[src/rtl/countdown_timer.sv]
// countdown_timer
//   Loadable down-counter with pause, abort and optional auto-reload.
//   A start in IDLE loads load_val and counts down one per clock.
//   done pulses for one cycle on the edge where the count reaches 0.
//   At count 0, the next edge either reloads (auto_reload=1) or returns to IDLE.
//
// Ports
//   clk          single clock, rising edge
//   rst          synchronous active-high reset
//   load_val     start value, sampled when a start is accepted
//   start        start request, honoured only while ready=1
//   pause        level, freezes the count while high
//   abort        ends the run immediately, without a done pulse
//   auto_reload  level, sampled when the count sits at 0
//   count        registered count value
//   busy         high in RUN or PAUSED
//   ready        high in IDLE (always ~busy)
//   done         registered one-cycle terminal pulse
module countdown_timer #(
    parameter int WIDTH = 6
) (
    input  logic             clk,
    input  logic             rst,
    input  logic [WIDTH-1:0] load_val,
    input  logic             start,
    input  logic             pause,
    input  logic             abort,
    input  logic             auto_reload,
    output logic [WIDTH-1:0] count,
    output logic             busy,
    output logic             ready,
    output logic             done
);

    typedef enum logic [1:0] {IDLE, RUN, PAUSED} state_t;

    localparam logic [WIDTH-1:0] ZERO = '0;
    localparam logic [WIDTH-1:0] ONE  = WIDTH'(1);

    state_t           state;
    logic [WIDTH-1:0] reload;

    always_ff @(posedge clk) begin
        if (rst) begin
            state  <= IDLE;
            count  <= ZERO;
            reload <= ZERO;
            done   <= 1'b0;
        end else if (abort) begin
            // Abort beats start, pause and terminal. The reload value is kept.
            state <= IDLE;
            count <= ZERO;
            done  <= 1'b0;
        end else begin
            case (state)
                IDLE: begin
                    done <= 1'b0;
                    if (start) begin
                        if (load_val == ZERO) begin
                            // A zero-length run only produces the done pulse.
                            done  <= 1'b1;
                            count <= ZERO;
                        end else begin
                            count  <= load_val;
                            reload <= load_val;
                            state  <= pause ? PAUSED : RUN;
                        end
                    end
                end
                RUN, PAUSED: begin
                    if (pause) begin
                        // Pause also blocks the 1->0 step, so done stays low.
                        state <= PAUSED;
                        done  <= 1'b0;
                    end else begin
                        // Leaving PAUSED counts on the same edge.
                        state <= RUN;
                        done  <= (count == ONE);
                        if (count != ZERO)
                            count <= count - ONE;
                        else if (auto_reload)
                            count <= reload;
                        else
                            state <= IDLE;
                    end
                end
                default: begin
                    state <= IDLE;
                    count <= ZERO;
                    done  <= 1'b0;
                end
            endcase
        end
    end

    assign busy  = (state != IDLE);
    assign ready = ~busy;

endmodule

[config.mk]
export PLATFORM = sky130hd
export DESIGN_NAME = countdown_timer
export DESIGN_NICKNAME = d
export VERILOG_FILES = /design/src/rtl/countdown_timer.sv
export SDC_FILE = /design/constraint.sdc
export NUM_CORES = 1
export LEC_CHECK = 0
export ABC_AREA = 1
export CAP_MARGIN = 10
export CORE_MARGIN = 1
export CORE_UTILIZATION = 44
export DETAILED_ROUTE_END_ITERATION = 16
export GPL_TIMING_DRIVEN = 0
export HOLD_SLACK_MARGIN = 0.08
export PLACE_DENSITY = 0.8
export SYNTH_ARGS = -nofsm -noshare
export SYNTH_HDL_FRONTEND = slang
export SYNTH_SLANG_ARGS = --single-unit
[constraint.sdc]
create_clock -name clk -period 1.41 [get_ports clk]
set_input_delay 0.423 -clock clk [delete_from_list [all_inputs] [get_ports clk]]
set_output_delay 0.423 -clock clk [all_outputs]
set_load 0.01 [all_outputs]
==> impl_metrics.tcl <==
set metrics [dict create \
    syn_nets 167 \
    grt_start_max_net_pins 10 \
    start_kind "register" \
    finalSetupViolations 10 \
    hold_path_class "register to register" \
    synth.distinct_cells 24 \
    drt_wl_total_mm 2.55 \
    num_vias 1080 \
    ant_nets 0 \
    cts_tree "done" \
    slew_headroom_pct 76.4 \
    cp-end-kind "primary output" \
    path_class "register to primary output" \
    clock.fmax_mhz 654 \
    ys_top_cells_by_area "dfxtp_1 (31%), nand2_1 (17%), nor2_1 (11%), ha_1 (5.1%), inv_1 (5.0%)" \
    yosysTopAreaCellShare_pct 30.7 \
    clk_pin_slew_ps 90 \
    grt_pass1_wl_mm 4.25 \
    ys_warn_count 0 \
    status "finished with violations" \
    boundaryPins 21 \
    dr.pass1.iters 4 \
    netlist_area_um2 980 \
    core_area_um2 2020 \
    netlist.top_cell.by_area "dfxtp_1" \
    cts_buffers 3 \
    worst_clock_skew_ps 2.68 \
    initial_core_util_pct 48.5 \
    syn_inst 151 \
    p_leak_uw 0.000612 \
    final.min_clock_period_ps 1530 \
    drt_iter0_drc 35 \
    gr-total-overflow 0 \
    syn2layout_area_growth_pct 45.1 \
    timing.final.crit_share_pct 108 \
    dieArea_um2 2420 \
    nets 200 \
    track_usage_pct 22.5 \
    io_buffers 20 \
    drive_gt1_share_pct 33.9 \
    avgSynthCellArea_um2 6.49 \
    viasPerCell 5.14 \
    slew_viol_final 0 \
    p_total_uw 1190 \
    htreeDepth 1 \
    grt_antenna_before_repair 0 \
    synth-seq-cells 15 \
    wl_per_cell_um 12.1 \
    critPathMaxFanout 3 \
    fin_setup_tns_ps -417 \
    rows 16 \
    num-fill-cells 185 \
    cts.path.max_buffers 2 \
    first_global_vias 1017 \
    clock-sinks 15 \
    die_y_um 49.2 \
    violations "negative setup slack" \
    clock_latency_ps 290 \
    critPathRequiredTime_ps 990 \
    dp_hpwl_mm 1.78 \
    irDropWorstVdd_uv 522 \
    worstMarginPinSlew_ps 351 \
    gp_congestion 0.952 \
    grt_setup_unrepaired "yes" \
    cts_hold_buf 0 \
    hold_viol 0 \
    cp.arrival_ps 1110 \
    cap_viol_max_count 0 \
    worst_slack_ps -119 \
    diodes 0 \
    seq_area_frac_synth_pct 30.7 \
    clock-root-buffer "clkbuf_4" \
    die_w_um 49.2 \
    drc 0 \
    powerDensity_nw_per_um2 836 \
]
-- Yosys cell counts --
cell	instances
o211ai_1	1
nand3_4	1
nor2_4	2
dfxtp_1	15
a211oi_2	1
nor2_2	3
nand2_2	1
a21oi_1	9
ha_1	4
o22ai_1	1
nand3_1	5
o21ai_0	8
nand4_2	1
nand3_2	1
o21ai_2	3
or2_4	1
nor2_1	28
buf_6	1
o31ai_1	1
buf_4	1
nand2_1	44
o21ai_1	2
inv_1	13
inv_2	4
-- metal layers --
layer,global-route usage [%],vias up,wire length (um),share of wire (%)
met3,2.80,5,117,4.6
met4,8.82,0,40,1.6
met5,0,-,0,0
met2,41.6,34,1360,53
met1,25.8,496,1030,40
li1,-,545,-,-
-- final timing paths --
check	from	endpoint	slack (ps)	cells past startpoint
worst max-delay path	state[0]	busy	-120	5
worst min-delay path	reload[0]	reload[0]	480	2
worst max register to register	state[0]	count[2]	-40	9
worst min register to register	reload[0]	reload[0]	480	2
-- logic make-up after synthesis --
kind of cell	synth area share [%]
and+or+nand+nor	40.0
adders and majority gates	5.11
AOI/OAI and AO/OA	15.8
buffers and inverters	8.43
DFF	30.7
-- timing repair --
action,4_1_cts,5_1_grt
endpoints found under the hold margin,0,0
setup buffers,5,4
pin swaps,9,11
resized for setup,42,21
endpoints found under the setup margin,23,19
-- cells in the final DEF, fill, tap and decap left out, types with 6 or more instances in the layout --
| cell | Yosys | layout |
|---|---|---|
| a21oi_1 | 9 | 6 |
| buf_4 | 1 | 7 |
| clkdlybuf4s50_1 | 0 | 11 |
| dfxtp_1 | 15 | 7 |
| inv_1 | 13 | 9 |
| inv_2 | 4 | 7 |
| nand2_1 | 44 | 38 |
| nor2_1 | 28 | 25 |
| o21ai_1 | 2 | 6 |
-- flip-flops by register name (all words and copies together), names as in the netlist --
name / count
done: 1
count: 6
reload: 6
state: 2
-- report_power, final --
group	total, uW	switching (uW)	internal, uW
sequential	472	25.6	446
clock	252	147	106
combinational	464	256	208
-- critical path, stage by stage, from the launching register on --
cell and delay (ps):
dfxtp_2 350, inv_2 50, ha_4 160, buf_6 110, inv_4 50, buf_6 90
-- through the flow --
step                utilization (%)  cell area (um^2)  std cells  setup slack (ps)  hold WS [ps]
floorplan                         -               991        151              6.61           435
global placement               60.6              1220        198              -302           457
detailed placement             60.6              1220        198              -336           466
CTS                            65.7              1330        206              -130           480
global route                   70.3              1420        210              -157           507
finish                         70.3              1420        210              -119           477
-- layout make-up --
cell class	count	area, um^2	share of cell area (%)
inverters	17	66.3	4.67
clock inverters	1	5.00	0.352
flip-flops and latches	15	323	22.7
plain buffers	1	11.3	0.792
repair buffers	29	273	19.2
clock buffers	3	22.5	1.58
well taps	27	33.8	2.38
multi-input cells	117	687	48.3
Power figures use the tool's default switching activity.
==> RTL edit 1, RTL diff (config.mk and constraints unchanged) <==
`WIDTH`: 6 -> 8.
--- a/src/rtl/countdown_timer.sv
+++ b/src/rtl/countdown_timer.sv
@@ -19,3 +19,3 @@
 module countdown_timer #(
-    parameter int WIDTH = 6
+    parameter int WIDTH = 8
 ) (
Ports: changed (resized count and load_val); port bits go from 21 to 25. No check against the original RTL was run, so the function may have changed too.
==> RTL edit 1 against the unedited design <==
- the flow still finishes with violations (negative setup slack)
- largest cell class unchanged
- synthesized area increased by 25%
- final area grew 26%
- setup slack worse by 0.013 ns
- total power increased by 21%
- critical path type unchanged
- wire length up 30%
- sequential cell count grew 4
- cell count rose by 26%
- clock skew about the same
==> RTL edit 1: results (changes against the unedited design) <==
[synth]
ys_top_cells_by_area=dfxtp_1 31%, nand2_1 17%, a21oi_1 9.8%, inv_1 8.0%, nand3_1 6.1%  ; was dfxtp_1 31%, nand2_1 17%, nor2_1 11%, ha_1 5.1%, inv_1 5.0%
synth.distinct_cells=21  ; was 24
yosysSeqAreaShare_pct=31.02  ; was 30.65%
ys_top_cells_by_count=56 x nand2_1, 26 x inv_1, 24 x a21oi_1  ; was 44 x nand2_1, 28 x nor2_1, 15 x dfxtp_1

[grt]
grt_pass1_vias=1166  ; was 1,017
grtUsageMet1_pct=29.85  ; was 25.81%
grt_pass1_wl_um=5092  ; was 4250 um
grt_usage_pct=24.21  ; was 22.52%
gr-usage-met2_pct=40.56  ; was 41.55%

[sta]
worst_slack_ns=-0.1321  ; was -0.1192 ns
tns_ns=-0.7333  ; was -0.4167 ns
skew_ns=0.002528  ; was 0.002681 ns
maxSlewHeadroom_pct=60.60  ; was 76.40%
setup_viol=11  ; was 10

[routing]
drtPass1Iterations=6  ; was 4
vias_per_cell=5.182  ; was 5.143
first_iter_violations=32  ; was 35

[placement]
placed_cell_area_mm2=0.001539  ; was 0.001225 mm2
dp_hpwl_um=2178  ; was 1778 um
globalplace.congestion=0.8249  ; was 0.9518
pre_cts_ws_ns=-0.6079  ; was -0.3358 ns

[outcome]
violations=negative setup slack  ; unchanged
status=finished, violations left  ; unchanged

[final_layout]
nets=254  ; was 200
fillers=212  ; was 185
fin_util_pct=70.21  ; was 70.30%
drive_above_1_share_pct=32.91  ; was 33.88%
top_regs=count x8, reload x8, state x2  ; was count x6, reload x6, state x2
final_cell_count_no_fill=264  ; was 210

[cts]
insertion_delay_ns=0.31  ; was 0.29 ns
path_clk_slew_ns=0.12  ; was 0.09 ns

## RTL edit 1: cell count changes after synthesis, moves of 2 or more
cell,unedited run,this run
nand2_2,1,5
inv_2,4,0
nand3_1,5,15
nor2_1,28,13
a21oi_1,9,24
o21ai_0,8,13
o21ai_2,3,0
nand2_1,44,56
o21ai_1,2,0
or2_2,0,2
inv_1,13,26
dfxtp_1,15,19
## RTL edit 1: kinds of logic after synthesis
logic type,count (synthesis),synth area share (%)
xor+xnor,1,0.7144
simple gates,98,37.75
compound gates,38,15.71
flops,19,31.02
fa+ha+maj,5,5.102
buf+inv,30,9.693
## RTL edit 1: per-layer routing
metal | part of all wire (%) | up-vias
met4 | 2.2 | 0
li1 | - | 695
met5 | 0 | -
met3 | 4.6 | 9
met2 | 50 | 34
met1 | 44 | 630
## RTL edit 1: cell type report
type	count	share of cell area [%]
clock buffers	3	1.261
flip-flops and latches	19	22.83
repair buffers	40	19.54
multi-input cells	142	46.57
plain buffers	3	1.681
well taps	30	2.101
clock inverters	1	0.2801
inverters	26	5.742
## RTL edit 1: path summary, 6_finish.rpt
check                                       startpoint                      to  slack (ns)  depth (start not counted)
worst max register to register   state[1]$_SDFFE_PP0P_   count[7]$_SDFFE_PP0P_       -0.06                          9
worst min register to register  reload[0]$_SDFFE_PP0P_  reload[0]$_SDFFE_PP0P_        0.47                          2
worst min-delay path            reload[0]$_SDFFE_PP0P_  reload[0]$_SDFFE_PP0P_        0.47                          2
worst max-delay path             state[1]$_SDFFE_PP0P_                    busy       -0.13                          5
## RTL edit 1: what timing repair did
| item | CTS | global route |
|---|---|---|
| pin swaps | 11 | 12 |
| buffers inserted | 13 | 3 |
| resized for setup | 59 | 33 |
| setup endpoints to repair | 30 | 27 |
## RTL edit 1: power groups by stage
stage | sequential (mW) | combinational (mW) | clock (mW)
3_5_place_dp | 0.602 | 0.437 | 0
2_1_floorplan | 0.602 | 0.298 | 0
5_1_grt | 0.590 | 0.604 | 0.335
4_1_cts | 0.586 | 0.497 | 0.305
6_report | 0.585 | 0.552 | 0.299
3_3_place_gp | 0.600 | 0.432 | 0
## RTL edit 1: critical path, stage by stage (launching register included)
cell and delay, ns:
dfxtp_2 0.36, inv_2 0.04, ha_4 0.15, buf_8 0.12, inv_6 0.05, buf_6 0.09
==> RTL edit 2, RTL diff (same settings) <==
Without the edit above. Put one more register stage on the output `count`. The value now appears one clock later. The other outputs are not delayed to match. Comments in the files are not updated.
--- a/src/rtl/countdown_timer.sv
+++ b/src/rtl/countdown_timer.sv
@@ -39,2 +39,4 @@
 
+    logic [WIDTH-1:0] count_s0;
+
     state_t           state;
@@ -45,3 +47,3 @@
             state  <= IDLE;
-            count  <= ZERO;
+            count_s0 <= ZERO;
             reload <= ZERO;
@@ -51,3 +53,3 @@
             state <= IDLE;
-            count <= ZERO;
+            count_s0 <= ZERO;
             done  <= 1'b0;
@@ -61,5 +63,5 @@
                             done  <= 1'b1;
-                            count <= ZERO;
+                            count_s0 <= ZERO;
                         end else begin
-                            count  <= load_val;
+                            count_s0 <= load_val;
                             reload <= load_val;
@@ -77,7 +79,7 @@
                         state <= RUN;
-                        done  <= (count == ONE);
-                        if (count != ZERO)
-                            count <= count - ONE;
+                        done  <= (count_s0 == ONE);
+                        if (count_s0 != ZERO)
+                            count_s0 <= count_s0 - ONE;
                         else if (auto_reload)
-                            count <= reload;
+                            count_s0 <= reload;
                         else
@@ -88,3 +90,3 @@
                     state <= IDLE;
-                    count <= ZERO;
+                    count_s0 <= ZERO;
                     done  <= 1'b0;
@@ -98,2 +100,6 @@
 
+    always_ff @(posedge clk) begin
+        count <= count_s0;
+    end
+
 endmodule
Behaviour: not the same (Yosys sat finds a counterexample within 4 cycles, from zero or initial values and one cycle with rst high).
==> RTL edit 2 against the unedited design <==
- the run still ends with negative setup slack left
- sequential power grew 39%
- setup slack got worse by 0.016 ns
- wire length rose by 12%
- non-clock buffer count grew 2
- synthesized area increased by 13%
- cell count is 4.3% higher
- total power rose by 24%
- sequential cell count rose by 6
- final area increased by 13%
==> RTL edit 2: results (changes against the unedited design) <==
[cts]
cts_buffers=3  ; unchanged
cts-htree-levels=1  ; unchanged
cts_setup_buffers=4  ; was 5
path_clk_slew_ns=0.12  ; was 0.09 ns

[placement]
dp_cells=204  ; was 198
placed_cell_area_mm2=0.001346  ; was 0.001225 mm2
globalplace.congestion=0.9403  ; was 0.9518
dp_hpwl_um=1866  ; was 1778 um
pre_cts_ws_ns=-0.3556  ; was -0.3358 ns

[routing]
route.detailed.drc=0  ; unchanged
met1_length_um=1132  ; was 1030 um
routed-wl-met2_um=1481  ; was 1357 um
wl_met3_um=120  ; was 117 um
wl_um=2849  ; was 2545 um
wl_per_cell_um=13.01  ; was 12.12 um
first_iter_violations=28  ; was 35
routed-via-count=1179  ; was 1,080

[power_and_ir_drop]
pg_comb_mw=0.528  ; was 0.464 mW
p_leak_nw=0.7639  ; was 0.6120 nW
powerDensity_mw_per_mm2=916.3  ; was 835.8 mW/mm2
pg_clk_mw=0.294  ; was 0.252 mW
power.net_switching_mw=0.5081  ; was 0.4282 mW
ir_drop_mv=0.7011  ; was 0.5220 mV

[synth]
ys_top_cells_by_count=43 x nand2_1, 25 x nor2_1, 21 x dfxtp_1  ; was 44 x nand2_1, 28 x nor2_1, 15 x dfxtp_1
synth.distinct_cells=23  ; was 24
netlist_instances=156  ; was 151
ys_top_cells_by_area=dfxtp_1 38%, nand2_1 15%, nor2_1 8.5%, inv_1 5.8%, ha_1 4.5%  ; was dfxtp_1 31%, nand2_1 17%, nor2_1 11%, ha_1 5.1%, inv_1 5.0%
synth_compound_area_share_pct=12.10  ; was 15.84%
yosysSeqAreaShare_pct=38.01  ; was 30.65%
synth_nets=172  ; was 167
synthAdderAreaFrac_pct=4.525  ; was 5.109%

[grt]
grt_max_degree=13  ; was 10
grtUsageMet1_pct=25.98  ; was 25.81%
gr-usage-met2_pct=36.32  ; was 41.55%
grt_pass1_vias=1023  ; was 1,017
grt_usage_pct=21.62  ; was 22.52%
grt_pass1_wl_um=4312  ; was 4250 um
met3_usage_pct=3.509  ; was 2.804%

[final_layout]
top_regs=count x6, count_s0 x6, reload x6  ; was count x6, reload x6, state x2
fillers=176  ; was 185
drive_above_1_share_pct=38.22  ; was 33.88%

[sta]
tightest_slew_ns=0.4351  ; was 0.3510 ns
holdWs_ns=0.3951  ; was 0.4765 ns
setup_viol=9  ; was 10
worst_slack_ns=-0.1356  ; was -0.1192 ns
skew_ns=0.01336  ; was 0.002681 ns
tns_ns=-0.5403  ; was -0.4167 ns

[hold_path]
hp-start=load_val[1]  ; was reload[0]$_SDFFE_PP0P_

[outcome]
violations=negative setup slack  ; unchanged
status=finished, violations left  ; unchanged

[critical_path]
timing.rr.start=state[0]$_SDFFE_PP0P_  ; unchanged
reg2reg_slack_ns=-0.08  ; was -0.04 ns

==> RTL edit 2: changes by cell type in the layout (fill, tap and decap cells not counted), sizes merged, moves of 4 or more <==
cell,unedited run,this run
clkdlybuf4s50,11,4
dfxtp,15,21
dlygate4sd2,4,10
o21ai,13,7
dlymetal6s2s,0,4
nand4,1,5
nor2,33,29
==> RTL edit 2: final timing paths <==
path	endpoint	depth (start not counted)
setup / recovery	busy	5
setup reg to reg	count_s0[1]$_SDFFE_PP0P_	9
hold / removal	reload[1]$_SDFFE_PP0P_	3
hold reg to reg	count[5]$_DFF_P_	0
==> RTL edit 2: layout make-up <==
class                   count  area, um2  share of cell area [%]
multi-input cells         114      729.5                   45.30
flip-flops and latches     21      427.9                   26.57
repair buffers             31      294.0                   18.26
inverters                  20      85.08                   5.284
well taps                  28      35.03                   2.176
clock buffers               3      22.52                   1.399
plain buffers               1      11.26                  0.6993
clock inverters             1      5.005                  0.3108
